[src/rtl/bootrom_param.sv]
// bootrom_param: fixed boot ROM image with a lockable patch RAM, registered reads and a running patch checksum
module bootrom_param #(
  parameter int DATA_W = 16,
  parameter int ADDR_W = 4,
  parameter int DEPTH = 12,
  parameter int ROM_WORDS = 7,
  parameter logic [DATA_W*ROM_WORDS-1:0] ROM_INIT =
    {16'h4000, 16'h3008, 16'hF400, 16'h1007, 16'hF800, 16'h4000, 16'hF200}
) (
  input  logic              clk,
  input  logic              rst,
  input  logic              cs,
  input  logic              we,
  input  logic [ADDR_W-1:0] addr,
  input  logic [DATA_W-1:0] din,
  input  logic              lock,
  output logic [DATA_W-1:0] dout,
  output logic              rvalid,
  output logic              err,
  output logic              locked,
  output logic [DATA_W-1:0] csum
);
  localparam int PW = DEPTH - ROM_WORDS;
  logic [DATA_W-1:0] patch [PW];
  logic [31:0] a_ext;
  logic in_rom, in_patch, mapped, wr_ok;
  logic [DATA_W-1:0] rom_word, patch_word, rd_word;
  assign a_ext = 32'(addr);
  assign in_rom = a_ext < ROM_WORDS;
  assign mapped = a_ext < DEPTH;
  assign in_patch = mapped && !in_rom;
  assign wr_ok = cs && we && in_patch && !locked && !lock;
  assign rd_word = in_rom ? rom_word : patch_word;
  always_comb begin
    rom_word = '0;
    patch_word = '0;
    for (int k = 0; k < ROM_WORDS; k++)
      if (a_ext == k) rom_word = ROM_INIT[k*DATA_W +: DATA_W];
    for (int k = 0; k < PW; k++)
      if (a_ext == ROM_WORDS + k) patch_word = patch[k];
  end
  // the checksum reuses the read mux output as the word being replaced
  always_ff @(posedge clk) begin
    if (rst) begin
      dout <= '0;
      rvalid <= 1'b0;
      err <= 1'b0;
      locked <= 1'b0;
      csum <= '0;
      for (int k = 0; k < PW; k++) patch[k] <= '0;
    end else begin
      rvalid <= cs && !we;
      err <= cs && (we ? !wr_ok : !mapped);
      if (cs && !we) dout <= mapped ? rd_word : '0;
      if (lock) locked <= 1'b1;
      if (wr_ok) begin
        csum <= csum - patch_word + din;
        for (int k = 0; k < PW; k++)
          if (a_ext == ROM_WORDS + k) patch[k] <= din;
      end
    end
  end
endmodule

[config.mk]
export PLATFORM = sky130hd
export DESIGN_NAME = bootrom_param
export DESIGN_NICKNAME = d
export VERILOG_FILES = /design/src/rtl/bootrom_param.sv
export SDC_FILE = /design/constraint.sdc
export NUM_CORES = 1
export LEC_CHECK = 0
export ABC_AREA = 1
export BUFFER_PORTS_ARGS = -buffer_cell sky130_fd_sc_hd__buf_2
export CAP_MARGIN = 20
export CORE_ASPECT_RATIO = 0.9
export CORE_MARGIN = 5
export CORE_UTILIZATION = 59
export CTS_BUF_LIST = sky130_fd_sc_hd__clkbuf_4 sky130_fd_sc_hd__clkbuf_8 sky130_fd_sc_hd__clkbuf_16
export DETAILED_ROUTE_END_ITERATION = 8
export MAX_ROUTING_LAYER = met4
export PLACE_DENSITY = 0.8
export SLEW_MARGIN = 20
export SYNTH_ARGS = -nofsm -noshare
export SYNTH_HDL_FRONTEND = slang
export SYNTH_SLANG_ARGS = --single-unit
[constraint.sdc]
create_clock -name clk -period 4.1 [get_ports clk]
set_clock_uncertainty 0.1 [all_clocks]
set_input_delay 0 -clock clk [delete_from_list [all_inputs] [get_ports clk]]
set_output_delay 0 -clock clk [all_outputs]
set_load 0.05 [all_outputs]
# Yosys cells after proc, flatten, opt, wreduce, memory -nomap -nowiden
# Memory sizes are Yosys's and may differ from the RTL's.
# Cells that the tools add are included.
[word_totals] regBits=35 mem_bits_rw=80 inputBits=25 out_inout_bits=35 n_memories=1
[memory_table] name="patch" words=5 width=16 read_ports=5 rd_ports_with_merged_regs=0 wr=5 line_no="24" text="logic [DATA_W-1:0] patch [PW];"
[classes] addsub=2 magnitude_cmp=2 eq_ne=11 muxes=42 bitwise=5 n_reduce_logical=14
[op_table] op="two-way mux 16 bit" count=19
[op_table] op="logical NOT 32 bit" count=1
[op_table] op="two-way mux 1 bit" count=23
[op_table] op="adder 16 bit" count=1
[op_table] op="equality test 4 x 3 -> 1 bit (second input constant)" count=4
[op_table] op="equality test 4 bit (second input constant)" count=4
[op_table] op="subtractor 16 bit" count=1
[op_table] op="equality test 4 x 2 -> 1 bit (second input constant)" count=2
[op_table] op="logical AND 1 bit" count=7
[op_table] op="logical NOT 1 bit" count=6
[op_table] op="bitwise OR 1 bit" count=5
[op_table] op="equality test 4 x 1 -> 1 bit (second input constant)" count=1
[op_table] op="less-than comparator 4 x 3 -> 1 bit (second input constant)" count=1
[op_table] op="less-than comparator 4 bit (second input constant)" count=1

# Longest topological paths before layout
# Gate-level depths: netlist of run 1.
[logic_depth] ltp_word=10 mapped_depth=24

# Least setup slack after synthesis of run 1
# No wires, ideal clock.
[synth_timing] path_type="register to register" startpoint="register locked" endpoint="memory patch[2][0], in the netlist patch[0][32] (enable)" setup_ps=411 t_arrival_ps=2324 setup_slack_ps=1264 path_stages_with_launch=7 n_path_buf=1 path_cell_list="dfxtp_1 > nor2_1 > o21ai_2 > nor2_1 > buf_4 > inv_2 > o21ai_0"
[synth_lines] element="start: declaration" line_no="20" text="output logic locked,"
[synth_lines] element="start signal: assignment" line_no="48" text="locked <= 1'b0;"
[synth_lines] element="start signal: assignment" line_no="55" text="if (lock) locked <= 1'b1;"
[synth_lines] element="end: declaration" line_no="24"

# Final worst setup path of run 1
[layout_timing] startpoint="input addr[3]" endpoint="register csum[9]"
[layout_via] elab_chain_cells=8
[layout_rtl] element="start: declaration" line_no="14" text="input logic [ADDR_W-1:0] addr,"
[layout_rtl] element="equality test 4 x 3 -> 1 bit" line_no="40" text="if (a_ext == ROM_WORDS + k) patch_word = patch[k];"
[layout_rtl] element="two-way mux 16 bit (5 in series)" line_no="40"
[layout_rtl] element="subtractor 16 bit" line_no="57" text="csum <= csum - patch_word + din;"
[layout_rtl] element="adder 16 bit" line_no="57"
[layout_rtl] element="end signal: assignment" line_no="57"
[layout_rtl] element="end: declaration" line_no="21" text="output logic [DATA_W-1:0] csum"
# Parallel ways exist; a longest one is shown, timed or not.
# A chain may end at the register's enable or synchronous reset.

==> metrics, run 1 <==
Register-to-Register Path Depth=19; GRT Total Usage=0.281; top post-synthesis cells by area=edfxtp_1, dfxtp_1, nand2_1, fa_1, inv_1; CTS Root Cell=clkbuf_8; worst min path class=in2reg; CTS clk-pin slew, worst paths=0.06 ns; CTS buffer count=17; setup TNS=0 ns; Post-synth EDFFs=80; Syn Inst Count=618; ys async rst share=0; Placed Cells=790; final hold violations=0; Worst Setup End Kind=flip-flop; worst reg-to-reg setup slack=1.00 ns; diode count=0; hpwl dp=10,800 um; Die Width=115 um; Slew headroom=0.391; postcts setup bufs=0; Req. time, crit path=4.43 ns; Max Slew Vio Count=0; CTS sink count=115; H-tree Lvls=4; reg2reg end=csum[8]$_SDFFE_PP0P_; GR Overflow Total=0; Synth area leader=edfxtp_1; DR vias=4,820; synth cell count leaders=nand2_1, edfxtp_1, inv_1; IO Port Bufs=59; syn nets=674; Hold Crit Start=din[8]; CP max FO=19; distinct cell type count after synthesis=51; most instantiated library cell after synthesis=nand2_1; RSZ-0062 raised after global routing=no; clock latency on the worst-skew pair=0.53 ns; reg-to-reg startpoint=patch[0][0]$_DFFE_PP_; outcome=finished clean; DRT iter0 DRCs=380; Post-Layout Cell Count=852; top_reg_cell synth=edfxtp_1; Layout Area Growth over Synthesis=21.5%; Wirelength per Cell=18.3 um; vias per cell=5.66; vias in the first global route=4,873; worst path arrival time=3.97 ns; mapped cell area=5890 um2; Final setup viols=0; initial core utilization=0.607; Peak Freq=274 MHz; fin nets=769; Max Cap Viol=0; Die Y=105 um; I/O pins=60; Startpoint Class=input port; Setup crit start=addr[3]; Pwr Density=457 nW/um2; sequential cell area fraction in the yosys report=0.527; Antenna Violating Nets Remaining=0; CTS tree=built; Tmin final=3.64 ns; syn avg cell area=9.53 um2; worst-margin pin slew=0.908 ns; DR pass1 iterations=7; Rows=34; Setup crit end=csum[9]$_SDFFE_PP0P_; layout cells sized above 1=0.176; ratio of final minimum period to clock period=0.889; post-synth top area share=0.408; routability cong.=0.948; antenna violations before repair=0; CTS max path bufs=2; LEAKAGE=3.26 nW; largest net degree at the start of global routing=31; core area=9700 um2; post-synthesis register bit count=115; critical path class=in2reg; number of remaining DRC errors=0; worst vdd ir=0.469 mV; global-route wire length before repair=25,000 um; final wirelength=15,600 um; Yosys warning count=0; Die ar.=12,100 um2
## area by class of cell
cell class                 instances  area, um2
clock inverter                     7       65.1
inverter                          66        248
multi-input combinational        420       2420
fill                             695       2550
timing repair buffer              93        626
sequential                       115       3100
clock buffer                      25        528
tap                              126        158
## state kept, by name (all words and copies together) (netlist names)
name	count
csum	16
dout	16
err	1
locked	1
patch	80
rvalid	1
## cells by family after synthesis
kind of cell             after synthesis  synth area share
AO/OA/AOI/OAI                        104             0.101
buffers and inverters                 83            0.0616
adder cells (fa/ha/maj)               31            0.0850
flip-flops                           115             0.527
XOR/XNOR                               8            0.0119
AND/OR/NAND/NOR                      277             0.213
## stage by stage
stage	util	cell area [um2]	worst slack [ns]	total power, mW	hold WS (ns)
floorplan	-	5890	1.26	1.66	0.0462
global placement	0.645	6260	0.621	1.79	0.189
detailed placement	0.645	6260	0.567	1.80	0.210
CTS	0.737	7150	0.553	3.26	0.303
global route	0.737	7150	0.187	3.39	0.347
finish	0.737	7150	0.456	3.27	0.327
## critical path, stage by stage
cell,delay [ns]
dlygate4sd3_1,0.53
buf_2,0.16
inv_2,0.16
nand2_2,0.10
nor2_4,0.41
nand2_1,0.12
nand3_1,0.11
o21ai_0,0.11
nand2_1,0.15
nand2_1,0.11
fa_1,0.45
ha_1,0.37
nand2_1,0.14
nor3_1,0.33
nand2_1,0.12
nand3_1,0.15
a21oi_1,0.11
xor2_1,0.16
nand2_1,0.08
nand2_1,0.06
inv_1,0.03
## layer usage
| layer | global-route usage | wire, um |
|---|---|---|
| met2 | 0.439 | 7440 |
| met5 | - | 0 |
| met1 | 0.363 | 6430 |
| met4 | 0.0863 | 352 |
| met3 | 0.0723 | 1350 |
## placed cells by master (no fill, tap or decap), types with 3 or more instances in the layout
master / count
nand2_1: 161
clkbuf_8: 4
nor3_1: 3
fa_1: 15
dlygate4sd3_1: 30
o21ai_1: 9
o21ai_0: 27
a21oi_1: 43
or2_2: 11
inv_2: 5
xor2_1: 6
clkinv_2: 4
nand3_1: 39
clkbuf_4: 3
o22ai_1: 4
clkbuf_16: 18
buf_4: 4
and3_1: 3
inv_1: 59
dfxtp_1: 35
buf_2: 59
edfxtp_1: 80
nand4_1: 8
o21a_1: 3
o211ai_1: 5
o21bai_1: 3
ha_1: 16
nor2_1: 33
## worst min-delay path by stage
stage	end	slack, ns	depth (start not counted)
2_1_floorplan	locked$_SDFFE_PP0P_	0.05	2
4_1_cts	patch[0][72]$_DFFE_PP_	0.30	4
3_5_place_dp	locked$_SDFFE_PP0P_	0.21	3
6_report	patch[0][72]$_DFFE_PP_	0.33	4
3_3_place_gp	locked$_SDFFE_PP0P_	0.19	3
5_1_grt	patch[0][9]$_DFFE_PP_	0.35	4
## where the power goes
group / switching [mW] / internal (mW)
logic: 0.341 / 0.172
clock network: 0.515 / 0.943
registers: 0.0162 / 1.28
total: 0.872 / 2.40
## timing repair
action,CTS,global route
hold endpoints to repair,101,0
hold buffers,30,0
gates resized for setup,0,0
Note: power is estimated with default switching activity, not from simulation.
==> inputs of run 2 (changes only) <==
--- a/config.mk
+++ b/config.mk
@@ -15,6 +15,7 @@
 export DETAILED_ROUTE_END_ITERATION = 8
 export MAX_ROUTING_LAYER = met4
 export PLACE_DENSITY = 0.8
+export REMOVE_ABC_BUFFERS = 1
 export SLEW_MARGIN = 20
 export SYNTH_ARGS = -nofsm -noshare
 export SYNTH_HDL_FRONTEND = slang
==> metrics, run 2 (synthesized netlist as in run 1, its figures left out) <==
worst vdd ir=0.357 mV; Biggest register=patch; Die Y=105 um; Placed Cells=790; DRT iter0 DRCs=523; Die Width=115 um; CTS resizes=0; worst min path class=in2reg; Tmin final=3.60 ns; most common cell after layout, fill and taps aside=nand2_1; fin nets=769; setup TNS=0 ns; CTS clk-pin slew, worst paths=0.06 ns; Worst Setup End Kind=flip-flop; Final setup viols=0; H-tree Lvls=4; DR vias=4,858; outcome=finished clean; number of remaining DRC errors=0; RSZ-0062 raised after global routing=no; Wirelength per Cell=19.6 um; top flop regs=patch (80), csum (16), dout (16); Startpoint Class=input port; DR pass1 iterations=5; hold_buf cts=30; CTS buffer count=17; initial core utilization=0.607; GRT Total Usage=0.297; CTS max path bufs=2; global-route wire length before repair=26,100 um; routability cong.=0.971; final hold violations=0; antenna violations before repair=0; fillcell total=682; GR Overflow Total=0; postcts setup bufs=0; CTS sink count=115; Antenna Violating Nets Remaining=0; Max Slew Vio Count=0; most frequent cells in the layout=nand2_1, edfxtp_1, inv_1, buf_2, a21oi_1; worst-margin pin slew=0.927 ns; clock latency on the worst-skew pair=0.53 ns; Max Cap Viol=0; largest net degree at the start of global routing=31; hpwl dp=10,900 um; Layout Area Growth over Synthesis=21.3%; Die ar.=12,100 um2; vias in the first global route=4,906; CTS tree=built; CP max FO=19; ratio of final minimum period to clock period=0.877; WHS=0.317 ns; Slew headroom=0.381; CTS Root Cell=clkbuf_8; I/O pins=60; final wirelength=16,700 um; Req. time, crit path=4.48 ns; max FFs per register=80; IO Port Bufs=59; Peak Freq=278 MHz; core area=9700 um2; Post-Layout Cell Count=852; critical path class=in2reg; LEAKAGE=3.25 nW; worst path arrival time=3.98 ns; layout cells sized above 1=0.174; Rows=34; vias per cell=5.70; diode count=0; Pwr Density=462 nW/um2
## run 2: cell count changes in the layout (fill, tap and decap cells not counted), sizes merged
cell / before / now
clkinvlp: 0 / 2
bufinv: 1 / 3
inv: 66 / 65
clkinv: 6 / 10
clkbuf: 25 / 18
## run 2: power by group
part | internal [mW] | switching, mW | total (mW)
Combinational | 0.173 | 0.341 | 0.514
Sequential | 1.28 | 0.0169 | 1.30
Clock | 0.928 | 0.558 | 1.49
Total | 2.38 | 0.915 | 3.30
## run 2: final timing paths
path,start,endpoint,slack [ns],depth (start not counted)
worst max-delay path,addr[3],csum[8]$_SDFFE_PP0P_,0.50,21
worst min-delay path,din[13],patch[0][77]$_DFFE_PP_,0.32,4
worst max register to register,patch[0][0]$_DFFE_PP_,csum[8]$_SDFFE_PP0P_,1.10,19
worst min register to register,dout[4]$_SDFFE_PP0P_,dout[4]$_SDFFE_PP0P_,0.36,2
## run 2: metrics by stage
step / power, mW / setup WS (ns) / cell area, um2 / util
floorplan: 1.65 / 0.536 / 5770 / -
global placement: 1.79 / 0.681 / 6260 / 0.645
detailed placement: 1.80 / 0.596 / 6260 / 0.645
CTS: 3.29 / 0.574 / 7140 / 0.736
global route: 3.41 / 0.241 / 7140 / 0.736
finish: 3.30 / 0.503 / 7140 / 0.736
## run 2: area by class of cell
class / instances / area, um2 / share of cell area
Clock inverter: 14 / 163 / 0.0228
Sequential cell: 115 / 3100 / 0.434
Tap cell: 126 / 158 / 0.0221
Timing Repair Buffer: 93 / 626 / 0.0876
Clock buffer: 18 / 422 / 0.0590
Inverter: 66 / 248 / 0.0347
Multi-Input combinational cell: 420 / 2420 / 0.339
## run 2: layer usage
metal | track usage | vias up | part of all wire
met5 | - | - | 0
met4 | 0.112 | 0 | 0.025
met3 | 0.0555 | 34 | 0.079
met2 | 0.479 | 239 | 0.49
met1 | 0.373 | 2293 | 0.40
li1 | - | 2292 | -
## run 2: worst max-delay path: stages
cell           delay (ns)
dlygate4sd3_1        0.54
buf_2                0.16
inv_2                0.17
nand2_2              0.10
nor2_4               0.48
nand2_1              0.10
nand2_1              0.08
o22ai_1              0.08
nand2_1              0.09
nand2_1              0.09
fa_1                 0.53
inv_1                0.07
fa_1                 0.49
inv_1                0.13
nand3_1              0.09
nand2_1              0.15
a21oi_1              0.10
or2_2                0.28
nand3_1              0.07
o211ai_1             0.09
inv_1                0.08
==> inputs of run 3 (changes only) <==
--- a/config.mk
+++ b/config.mk
@@ -15,6 +15,7 @@
 export DETAILED_ROUTE_END_ITERATION = 8
 export MAX_ROUTING_LAYER = met4
 export PLACE_DENSITY = 0.8
+export RECOVER_POWER = 100
 export REMOVE_ABC_BUFFERS = 1
 export SLEW_MARGIN = 20
 export SYNTH_ARGS = -nofsm -noshare
==> metrics, run 3 (synthesized netlist as in run 1, its figures left out) <==
outcome=finished clean; Startpoint Class=input port; RSZ-0062 raised after global routing=no; Die Width=115 um; most frequent cells in the layout=nand2_1, edfxtp_1, inv_1; final instance area=7050 um2; final wirelength=16,800 um; CP max FO=19; clock latency on the worst-skew pair=0.53 ns; global-route wire length before repair=26,100 um; Pwr Density=467 nW/um2; worst vdd ir=0.356 mV; DR vias=4,883; Req. time, crit path=4.48 ns; vias per cell=5.73; top flop regs=patch (80), csum (16), dout (16); Final setup viols=0; CTS sink count=115; number of remaining DRC errors=0; Worst Setup End Kind=flip-flop; Area after DPL=6260 um2; largest net degree at the start of global routing=31; IO Port Bufs=59; GR Overflow Total=0; DRT iter0 DRCs=493; Wirelength per Cell=19.7 um; Post-Layout Cell Count=852; Tmin final=3.70 ns; CTS resizes=0; Max Slew Vio Count=0; Rows=34; postcts setup bufs=0; critical path class=in2reg; DR pass1 iterations=6; Layout Area Growth over Synthesis=19.8%; Critical Path Max Stage Delay=0.54 ns; max FFs per register=80; WHS=0.316 ns; CTS Root Cell=clkbuf_8; Die Y=105 um; fillcell total=714; layout cells sized above 1=0.109; I/O pins=60; worst min path class=in2reg; Antenna Violating Nets Remaining=0; Slew headroom=0.182; Max Cap Viol=0; CTS max path bufs=2; cells along the critical path=dlygate4sd3_1 -> buf_2 -> inv_1 -> nand2_2 -> nor2_4 -> nand2_1 -> nand2_1 -> o22ai_1 -> nand2_1 -> nand2_1 -> fa_1 -> inv_1 -> fa_1 -> inv_1 -> nand3_1 -> nand2_1 -> a21oi_1 -> or2_2 -> nand3_1 -> o211ai_1 -> inv_1; core area=9700 um2; Crit-path slowest cell=dlygate4sd3_1; Placed Cells=790; Die ar.=12,100 um2; initial core utilization=0.607; Biggest register=patch; H-tree Lvls=4; CTS clk-pin slew, worst paths=0.06 ns; vias in the first global route=4,906; CTS tree=built; Peak Freq=270 MHz; setup TNS=0 ns; fin nets=769; GRT Total Usage=0.297; diode count=0; Crit path top cell by count=nand2_1; CTS buffer count=17; LEAKAGE=3.08 nW; routability cong.=0.971; worst path arrival time=4.08 ns; Total Power=3.29 mW; most common cell after layout, fill and taps aside=nand2_1; antenna violations before repair=0; hpwl dp=10,900 um; ratio of final minimum period to clock period=0.903; final hold violations=0; worst-margin pin slew=1.23 ns
-- run 3: changes by cell type in the layout (fill, tap and decap cells not counted), moves of 2 or more --
cell / previous run / this run
clkbuf_1: 0 / 37
buf_2: 59 / 23
o21ai_0: 27 / 32
inv_2: 5 / 1
o21ai_1: 9 / 5
inv_1: 59 / 62
buf_4: 4 / 2
nand3_1: 39 / 41
nand3_2: 2 / 0
-- run 3: worst max-delay path, delay by kind of cell --
family | cells | cell delay, ns
simple gates | 10 | 1.54
buf+inv | 6 | 1.26
fa+ha+maj | 2 | 1.02
compound gates | 3 | 0.27
-- run 3: path summary, 6_finish.rpt --
check	start	endpoint	slack [ns]	cells past startpoint
min	din[13]	patch[0][77]$_DFFE_PP_	0.32	4
max	addr[3]	csum[8]$_SDFFE_PP0P_	0.40	21
min reg2reg	dout[4]$_SDFFE_PP0P_	dout[4]$_SDFFE_PP0P_	0.37	2
max reg2reg	locked$_SDFFE_PP0P_	patch[0][53]$_DFFE_PP_	0.92	7
-- run 3: layout make-up --
type / count / area, um2 / share of cell area
Timing Repair Buffer: 93 / 574 / 0.0814
Clock buffer: 18 / 422 / 0.0598
Clock inverter: 14 / 163 / 0.0231
Sequential cell: 115 / 3100 / 0.440
Tap cell: 126 / 158 / 0.0223
Inverter: 66 / 248 / 0.0351
Multi-Input combinational cell: 420 / 2390 / 0.338
-- run 3: what timing repair did --
action / CTS / global route
hold buffers: 30 / 0
endpoints found under the hold margin: 102 / 0
endpoints found under the setup margin: 0 / 0
-- run 3: layer usage --
metal  wire (um)  vias to the layer above  track usage
li1            -                     2288            -
met1        6770                     2304        0.373
met2        8340                      250        0.479
met3        1280                       41       0.0555
met4         430                        0        0.112
met5           0                        -            -
-- run 3: metrics by stage --
| stage | setup WS, ns | util |
|---|---|---|
| after floorplan | 0.536 | - |
| after global placement | 0.681 | 0.645 |
| after detailed placement | 0.596 | 0.645 |
| after CTS | 0.574 | 0.736 |
| after global routing | 0.147 | 0.727 |
| final | 0.397 | 0.727 |
-- run 3: power breakdown --
| part | switching (mW) | leakage, nW | internal [mW] |
|---|---|---|---|
| logic | 0.340 | 1.70 | 0.168 |
| registers | 0.0171 | 1.09 | 1.28 |
| clock network | 0.557 | 0.283 | 0.928 |
